==> src/rtl/riscv_load_pkg.sv <==
// Shared definitions for the load path: funct3 codes, FSM encoding and
// the lane extension / legality helpers.
package riscv_load_pkg;

    localparam logic [2:0] F3_LB  = 3'b000;
    localparam logic [2:0] F3_LH  = 3'b001;
    localparam logic [2:0] F3_LW  = 3'b010;
    localparam logic [2:0] F3_LBU = 3'b100;
    localparam logic [2:0] F3_LHU = 3'b101;

    typedef enum logic [1:0] {
        S_IDLE = 2'd0,
        S_WAIT = 2'd1,
        S_RESP = 2'd2
    } state_e;

    function automatic logic [31:0] ext8(input logic [7:0] b, input logic sgn);
        return {{24{sgn & b[7]}}, b};
    endfunction

    function automatic logic [31:0] ext16(input logic [15:0] h, input logic sgn);
        return {{16{sgn & h[15]}}, h};
    endfunction

    // Misaligned halfword/word or an unused funct3 encoding.
    function automatic logic load_err(input logic [2:0] f3, input logic [1:0] a);
        logic err;
        case (f3)
            F3_LB, F3_LBU: err = 1'b0;
            F3_LH, F3_LHU: err = a[0];
            F3_LW:         err = |a;
            default:       err = 1'b1;
        endcase
        return err;
    endfunction

endpackage

==> src/rtl/load_align_unit_extend.sv <==
// load_lane_extend: picks the addressed byte/halfword of a little-endian
// word and sign- or zero-extends it to 32 bits. Purely combinational.
module load_lane_extend
    import riscv_load_pkg::*;
(
    input  logic [31:0] mem_rdata_i,
    input  logic [1:0]  addr_i,
    input  logic [2:0]  funct3_i,
    output logic [31:0] data_o
);

    logic [7:0]  byte_lane;
    logic [15:0] half_lane;
    logic        sgn;

    always_comb begin
        byte_lane = mem_rdata_i[7:0];
        case (addr_i)
            2'd1:    byte_lane = mem_rdata_i[15:8];
            2'd2:    byte_lane = mem_rdata_i[23:16];
            2'd3:    byte_lane = mem_rdata_i[31:24];
            default: byte_lane = mem_rdata_i[7:0];
        endcase
        half_lane = addr_i[1] ? mem_rdata_i[31:16] : mem_rdata_i[15:0];
        // funct3[2] set marks the unsigned variants
        sgn = ~funct3_i[2];
        case (funct3_i)
            F3_LB, F3_LBU: data_o = ext8(byte_lane, sgn);
            F3_LH, F3_LHU: data_o = ext16(half_lane, sgn);
            default:       data_o = mem_rdata_i;
        endcase
    end

endmodule

==> src/rtl/load_align_unit.sv <==
// Load align stage: issues a word read, waits MEM_LAT cycles, returns the
// extended lane. Optional LOAD_ALIGN_B2B_EN lets RESP accept the next load.
module load_align_unit
    import riscv_load_pkg::*;
#(
    parameter int MEM_LAT = 1
) (
    input  logic        clk,
    input  logic        rst,
    input  logic        req_valid,
    output logic        req_ready,
    input  logic [31:0] req_addr,
    input  logic [2:0]  req_funct3,
    output logic        mem_en,
    output logic [31:0] mem_addr,
    input  logic [31:0] mem_rdata,
    output logic        rsp_valid,
    input  logic        rsp_ready,
    output logic [31:0] rsp_data,
    output logic        rsp_misaligned
);

    localparam logic [1:0] CNT_INIT = 2'(MEM_LAT - 1);

    state_e      state_q;
    logic [1:0]  cnt_q;
    logic [1:0]  addr_lo_q;
    logic [2:0]  f3_q;
    logic [31:0] rsp_data_q;
    logic        rsp_mis_q;

    logic        accept;
    logic        req_err;
    logic        rsp_fire;
    logic [31:0] lane_d;

`ifdef LOAD_ALIGN_B2B_EN
    assign req_ready = (state_q == S_IDLE) | ((state_q == S_RESP) & rsp_ready);
`else
    assign req_ready = (state_q == S_IDLE);
`endif

    assign rsp_valid      = (state_q == S_RESP);
    assign rsp_fire       = rsp_valid & rsp_ready;
    assign accept         = req_valid & req_ready;
    assign req_err        = load_err(req_funct3, req_addr[1:0]);
    assign mem_en         = accept & ~req_err;
    assign mem_addr       = {req_addr[31:2], 2'b00};
    assign rsp_data       = rsp_data_q;
    assign rsp_misaligned = rsp_mis_q;

    load_lane_extend u_ext (
        .mem_rdata_i (mem_rdata),
        .addr_i      (addr_lo_q),
        .funct3_i    (f3_q),
        .data_o      (lane_d)
    );

    always_ff @(posedge clk or posedge rst) begin
        if (rst) begin
            state_q    <= S_IDLE;
            cnt_q      <= 2'd0;
            addr_lo_q  <= 2'd0;
            f3_q       <= 3'd0;
            rsp_data_q <= 32'd0;
            rsp_mis_q  <= 1'b0;
        end else if (accept) begin
            // Only reachable from IDLE, or from RESP on a retiring handshake.
            addr_lo_q <= req_addr[1:0];
            f3_q      <= req_funct3;
            if (req_err) begin
                rsp_data_q <= 32'd0;
                rsp_mis_q  <= 1'b1;
                state_q    <= S_RESP;
            end else begin
                cnt_q   <= CNT_INIT;
                state_q <= S_WAIT;
            end
        end else begin
            case (state_q)
                S_WAIT: begin
                    if (cnt_q == 2'd0) begin
                        rsp_data_q <= lane_d;
                        rsp_mis_q  <= 1'b0;
                        state_q    <= S_RESP;
                    end else begin
                        cnt_q <= cnt_q - 2'd1;
                    end
                end
                S_RESP: begin
                    if (rsp_fire) state_q <= S_IDLE;
                end
                S_IDLE: ;
                default: state_q <= S_IDLE;
            endcase
        end
    end

endmodule
==> config.mk <==
export PLATFORM = sky130hd
export DESIGN_NAME = load_align_unit
export DESIGN_NICKNAME = d
export VERILOG_FILES = /design/src/rtl/riscv_load_pkg.sv /design/src/rtl/load_align_unit_extend.sv /design/src/rtl/load_align_unit.sv
export SDC_FILE = /design/constraint.sdc
export NUM_CORES = 1
export LEC_CHECK = 0
export BUFFER_PORTS_ARGS = -buffer_cell sky130_fd_sc_hd__buf_2
export CORE_ASPECT_RATIO = 0.8
export CORE_MARGIN = 4
export CORE_UTILIZATION = 49
export CTS_BUF_LIST = sky130_fd_sc_hd__clkbuf_8
export DETAILED_ROUTE_END_ITERATION = 16
export PLACE_DENSITY = 0.86
export SLEW_MARGIN = 20
export SYNTH_ARGS = -nofsm -noshare
export SYNTH_HDL_FRONTEND = slang
export SYNTH_SLANG_ARGS = --single-unit
==> constraint.sdc <==
create_clock -name clk -period 5.3 [get_ports clk]
set_input_delay 0.795 -clock clk [delete_from_list [all_inputs] [get_ports clk]]
set_output_delay 0.795 -clock clk [all_outputs]
set_load 0.1 [all_outputs]
==> run summary, run 1 <==
Port bufs - 76
Area grow syn2layout - 10.1%
Clock-pin slew on the worst setup and hold paths - 0.07 ns
First-pass GRT wire length - 9.53 mm
CTS Buf Count - 5
Post-synth top area share - 44.1%
Cell count of the worst hold path - 1
Hold EP - rsp_data[15]$_DFFE_PP0P_
Measured slew at the worst slew-check pin - 0.901 ns
CP most frequent cell - buf_2
Total GRT Usage - 20.0%
Max-cap violations - 0
Reg2Reg Depth - 6
CP Launch Type - input port
RSZ-0062 raised after global routing - no
Chip width - 86.0 um
Gr ovfl total - 0
Worst Path Buf+Inv - 3
Gate Count Post-Synth - 226
Worst r2r src - cnt_q[0]$_DFFE_PP0P_
R2R setup slack - 3.03 ns
Post-CTS Hold Fix Bufs - 0
Total clock sinks - 42
Worst setup EP type - output port
DRT Wirelength - 5.77 mm
Synth area leader - dfrtp_1
DR pass1 iterations - 4
Tcrit/Tclk final - 53.7%
Setup bufs post-CTS - 0
Crit path time final - 2.85 ns
Post-Synthesis Cell Area - 2380 um2
DR iter-0 viols - 133
Initial Util - 51.3%
CP peak stage delay - 0.43 ns
Number of core rows - 22
Die Area - 6050 um2
CP Data Arrival Time - 2.05 ns
Peak Freq - 351 MHz
Share of layout cells above drive strength 1 - 35.2%
Clk buf depth - 2
Yosys reg bits - 42
Setup TNS - 0 ns
Sequential element share of the synthesized area - 44.1%
Total core area - 4650 um2
Top FF cell, synth - dfrtp_1
Worst r2r dst - rsp_data[21]$_DFFE_PP0P_
DP HPWL - 4.31 mm
CTS tree - built
Min-Delay Path Class - flop to flop
Fin. Hold Viols - 0
WP data required - 4.51 ns
Skew-Pair Late Insertion Delay - 0.29 ns
Routed via count - 1898
Max-slew violations - 0
Yosys warns - 0
Critical Path Start - req_funct3[0]
Drt wl/cell - 17.6 um
CP cell instances - buf_2 > nor4_1 > o21ai_0 > inv_1 > buf_2
Netlist cell types - 38
Vias/cell - 5.80
Vias in the first global route - 1906
Synthesized area per cell - 10.6 um2
Status - complete, no violations
Die Ht - 70.4 um
# diodes - 0
Fillers - 425
Slew margin rel. - 39.9%
Cell family with most CP delay - buffers and inverters
Gpl congestion - 0.882
Root Driver - clkbuf_8
Cts repair resizes - 0
Critical path class - input port to output port
Count of final setup violators - 0
DRT antenna net count - 0
Worst Path Max Fanout - 3
Final #Nets - 339
H-tree depth - 2
Post-synth EDFFs - 0
Largest net degree at the start of global routing - 43
Min-delay src - rsp_data[15]$_DFFE_PP0P_
DRC - 0
Io pins - 139
Synth area leaders - dfrtp_1 (44%), buf_4 (10%), a221o_1 (6.7%)
Clock skew - 0.00353 ns
Slowest CP cell - nor4_1
Fraction of registers with async set/reset - 100%
Antenna violations before repair - 0
[logic make-up (layout without fill, tap and decap cells)]
group / Yosys count / count (layout) / synth area share (%)
AOI/OAI and AO/OA: 70 / 70 / 23.6
buffers and inverters: 53 / 93 / 14.5
and+or+nand+nor: 47 / 47 / 11.9
DFF: 42 / 42 / 44.1
muxes: 12 / 12 / 5.25
adders and majority gates: 1 / 1 / 0.525
other: 1 / 2 / 0.157
[state kept, by name (all words and copies together) (netlist names)]
name and count:
addr_lo_q 2, rsp_misaligned 1, f3_q 3, cnt_q 2, state_q 2, rsp_data 32
[placed cells by master (no fill, tap or decap)]
cell       Yosys  layout
a2111oi_4      1       1
a21oi_1        9       9
a221o_1       16      16
a2bb2oi_1      1       1
a31oi_1        1       1
a32o_1         7       7
and2b_1        1       1
and3b_1        1       1
buf_2          3      76
buf_4         32       2
clkbuf_8       0       5
conb_1         1       2
dfrtp_1       42      42
ha_1           1       1
inv_1          8      10
mux2_2         4       4
mux2i_1        8       8
nand2_1       12      12
nand2b_1      10      10
nand3_1        1       1
nand3b_1       1       1
nand4bb_1      1       1
nor2_1         5       3
nor2_2         0       2
nor2b_1        2       2
nor3b_2        1       1
nor3b_4        1       1
nor4_1         1       1
o211a_1        1       1
o21ai_0       15      15
o21ai_1        1       1
o221ai_1       8       8
o22ai_1        1       1
o2bb2ai_1      9       9
or2_1          1       1
or2_4          1       1
or3_1          7       7
or3b_2         1       1
[layout make-up]
type,count,area [um2],area share [%]
tap,60,75.1,2.86
clock buffer,5,68.8,2.62
clock inverter,2,7.51,0.286
inverter,8,30.0,1.14
timing repair buffer,78,395,15.1
multi-input combinational,132,997,38.0
sequential,42,1050,40.0
[synthesized netlist by cell type, types with 2 or more instances]
master,count
a21oi_1,9
a221o_1,16
a32o_1,7
buf_2,3
buf_4,32
buf_6,3
clkbuf_1,7
dfrtp_1,42
inv_1,8
mux2_2,4
mux2i_1,8
nand2_1,12
nand2b_1,10
nor2_1,5
nor2b_1,2
o21ai_0,15
o221ai_1,8
o2bb2ai_1,9
or3_1,7
[per-layer routing]
layer	vias to the layer above	share of wire [%]	global-route usage, %
met5	-	0	0
met4	0	1.2	5.10
met3	14	9.4	7.90
met2	80	45	28.6
met1	915	44	28.3
li1	889	-	-
[metrics by stage]
| stage | setup WS [ns] | hold slack (ns) | util, % | instance area (um2) | cells |
|---|---|---|---|---|---|
| 3_5_place_dp | 2.46 | 0.471 | 54.7 | 2550 | 320 |
| 2_1_floorplan | 2.54 | 0.457 | - | 2390 | 227 |
| 3_3_place_gp | 2.51 | 0.470 | 54.7 | 2550 | 320 |
| 5_1_grt | 2.34 | 0.502 | 56.4 | 2630 | 327 |
| 6_report | 2.45 | 0.490 | 56.4 | 2630 | 327 |
| 4_1_cts | 2.46 | 0.494 | 56.4 | 2620 | 327 |
[how the worst max path moves through the flow]
stage          endpoint  slack (ns)  cells past startpoint
2_1_floorplan    mem_en        2.54                      3
3_3_place_gp     mem_en        2.51                      5
3_5_place_dp     mem_en        2.46                      5
4_1_cts          mem_en        2.46                      5
5_1_grt          mem_en        2.34                      5
6_report         mem_en        2.45                      5
Power of run 1 is left out: the tool's default activity adds up to more than one toggle a clock period on the data nets, which glitch-free logic cannot reach.
==> run 2: changes to the inputs <==
ABC_AREA = 1   (was unset)
CORE_UTILIZATION = 47   (was 49)
PLACE_DENSITY = 0.81   (was 0.86)
clock period = 2.85 ns   (was 5.3 ns; I/O delays follow)
==> run 2 against run 1 <==
  * Flip-flop and latch count is the same
  * Critical path type is now flop to output port
  * Clock skew is 0.0048 ns higher
  * Sequential share of layout area shrank 3.8 points
  * First-iteration DRC count is 25% higher
  * Wire length up 15%
  * Die area increased by 14%
  * Synthesized area grew 11%
  * Global-route usage up 0.060 points
  * Via count grew 28%
  * Synthesized cell count up 66%
  * Worst setup slack worse by 1.8 ns
  * Utilization fell by 3.4 points
==> run summary, run 2 <==
Skew-Pair Late Insertion Delay - 0.30 ns (about the same)
Post-synth EDFFs - 0 (unchanged)
Max FFs per register - 32 (unchanged)
Max-slew violations - 0 (unchanged)
Total clock sinks - 42 (unchanged)
Synth area leaders - dfrtp_1 (40%), nand2_1 (20%), buf_4 (10%)
First-pass GRT wire length - 11.0 mm (+15%)
DR pass1 iterations - 5 (+1)
Yosys reg bits - 42 (unchanged)
Post-synth top area share - 39.5% (-4.5 points)
Total core area - 5470 um2 (+17%)
Gate Count Post-Synth - 375 (+66%)
Count of final setup violators - 0 (unchanged)
Fillers - 572 (+35%)
Root Driver - clkbuf_8
Clock skew - 0.00833 ns (+0.00480 ns)
Sequential element share of the synthesized area - 39.5% (-4.5 points)
Min-Delay Path Class - input port to asynchronous set/reset pin
Routed via count - 2428 (+28%)
Critical Path Start - state_q[0]$_DFFE_PP0P_
Max-cap violations - 0 (unchanged)
Peak Freq - 460 MHz
Status - complete, no violations
CP Data Arrival Time - 1.75 ns (-0.30 ns)
DR top layer - met4
Crit path time final - 2.17 ns
Number of core rows - 24 (+9.1%)
Netlist cell types - 28 (-26%)
DP HPWL - 4.91 mm (+14%)
Cell family with most CP delay - buffers and inverters
Drt wl/cell - 13.5 um (-23%)
Top FF cell, synth - dfrtp_1
Final #Nets - 484 (+43%)
Share of layout cells above drive strength 1 - 24.0% (-11 points)
Clock-pin slew on the worst setup and hold paths - 0.08 ns (about the same)
Io pins - 139 (unchanged)
CP peak stage delay - 0.45 ns (+0.02 ns)
DRT antenna net count - 0 (unchanged)
R2R setup slack - 0.76 ns (-2.27 ns)
Post-CTS Hold Fix Bufs - 0 (unchanged)
Cell Area, Placed - 2810 um2 (+10%)
Worst Path Buf+Inv - 3 (unchanged)
Most frequent cell after synthesis - nand2_1
CTS Buf Count - 5 (unchanged)
Cell area after layout - 2900 um2 (+10%)
Slew margin rel. - 41.7% (+1.8 points)
Area grow syn2layout - 8.99%
Chip width - 92.1 um (+7.1%)
Worst r2r src - state_q[0]$_DFFE_PP0P_
Vias in the first global route - 2327 (+22%)
H-tree depth - 2 (unchanged)
CTS tree - built
DR iter-0 viols - 166 (+25%)
Top cells by count, synth - nand2_1 (139), dfrtp_1 (42), nor2_1 (38), buf_4 (36), o21ai_0 (33)
M1 WL - 3.25 mm (+28%)
Vias/cell - 4.95 (-15%)
Port bufs - 76 (unchanged)
WP data required - 2.42 ns (-2.09 ns)
Synth area leader - dfrtp_1
Antenna violations before repair - 0 (unchanged)
Most common cell after layout, fill and taps aside - nand2_1
Met3 wire len - 502 um (-7.7%)
Commonest cells after routing, fill and taps aside - nand2_1 (139), buf_2 (76), dfrtp_1 (42)
DRT Wirelength - 6.64 mm (+15%)
# diodes - 0 (unchanged)
Cts repair resizes - 0 (unchanged)
Post-Synthesis Cell Area - 2660 um2 (+11%)
CP cell instances - nor2_2 > nand2_1 > inv_1 > nand3_1 > inv_1 > buf_2
Initial Util - 48.6% (-2.6 points)
Synthesized area per cell - 7.09 um2 (-33%)
Gpl congestion - 0.799 (-9.4%)
Yosys warns - 0 (unchanged)
Worst Path Max Fanout - 6 (+3)
Setup TNS - 0 ns (unchanged)
Fin. Hold Viols - 0 (unchanged)
Total GRT Usage - 20.1% (+0.060 points)
Largest net degree at the start of global routing - 49 (+14%)
WP depth - 6 (+1)
Worst setup EP type - output port
DR WL met2 - 2.82 mm (+8.0%)
Tcrit/Tclk final - 76.3%
Critical path class - flop to output port
Measured slew at the worst slew-check pin - 0.874 ns (-0.0274 ns)
Reg2Reg Depth - 8 (+2)
DRC - 0 (unchanged)
Die Ht - 75.3 um (+6.9%)
Gr ovfl total - 0 (unchanged)
RSZ-0062 raised after global routing - no
CP most frequent cell - inv_1
Slowest CP cell - dfrtp_1
Die Area - 6930 um2 (+14%)
Clk buf depth - 2 (unchanged)
Fraction of registers with async set/reset - 100% (unchanged)
Setup bufs post-CTS - 0 (unchanged)
CP Launch Type - flop
[run 2: cell count changes after synthesis, moves of 7 or more]
cell / change
a221o_1: -16
a32o_1: -7
inv_1: +9
mux2i_1: -8
nand2_1: +127
nand2b_1: -10
nand3_1: +26
nor2_1: +33
o21ai_0: +18
o221ai_1: -8
o2bb2ai_1: -9
or3_1: -7
[run 2: per-layer routing]
layer  vias to the layer above  global-route usage [%]
li1                       1215                       -
met5                         -                       0
met4                         0                    5.77
met1                      1094                    28.9
met2                       111                    30.0
met3                         8                    5.49
[run 2: logic make-up (layout without fill, tap and decap cells)]
logic type	Yosys count	after routing	share of synthesized area, %
other cells	1	2	0.141
buf+inv	72	109	16.7
compound gates	48	48	10.3
flops	42	42	39.5
simple gates	211	211	32.9
fa+ha+maj	1	1	0.471
[run 2: area by class of cell]
cell class	instances	area, um2	area share, %
Sequential cell	42	1050	36.3
Tap cell	78	97.6	3.37
Multi-Input combinational cell	262	1170	40.3
Clock buffer	6	82.6	2.85
Timing Repair Buffer	78	395	13.7
Clock inverter	2	8.76	0.302
Inverter	23	93.8	3.24
[run 2: through the flow]
step / cells / worst slack (ns) / hold WS, ns / util, %
after floorplan: 376 / 0.191 / 0.453 / -
after global placement: 483 / 0.827 / 0.459 / 51.3
after detailed placement: 483 / 0.759 / 0.461 / 51.3
after CTS: 491 / 0.671 / 0.271 / 53.0
after global routing: 491 / 0.518 / 0.295 / 53.0
final: 491 / 0.676 / 0.253 / 53.0
[run 2: final timing paths]
| path | end |
|---|---|
| worst max-delay path | mem_en |
| max in group asynchronous | rsp_data[30]$_DFFE_PP0P_ |
| worst min register to register | rsp_data[11]$_DFFE_PP0P_ |
| worst min-delay path | rsp_data[0]$_DFFE_PP0P_ |
| worst max register to register | rsp_data[26]$_DFFE_PP0P_ |
| min in group clk | state_q[1]$_DFFE_PP0P_ |
[run 2: tightest hold or removal path: stages]
cell and delay, ns:
buf_2 0.09, inv_1 0.04, buf_4 0.44
Power of run 2 is left out for the same reason.
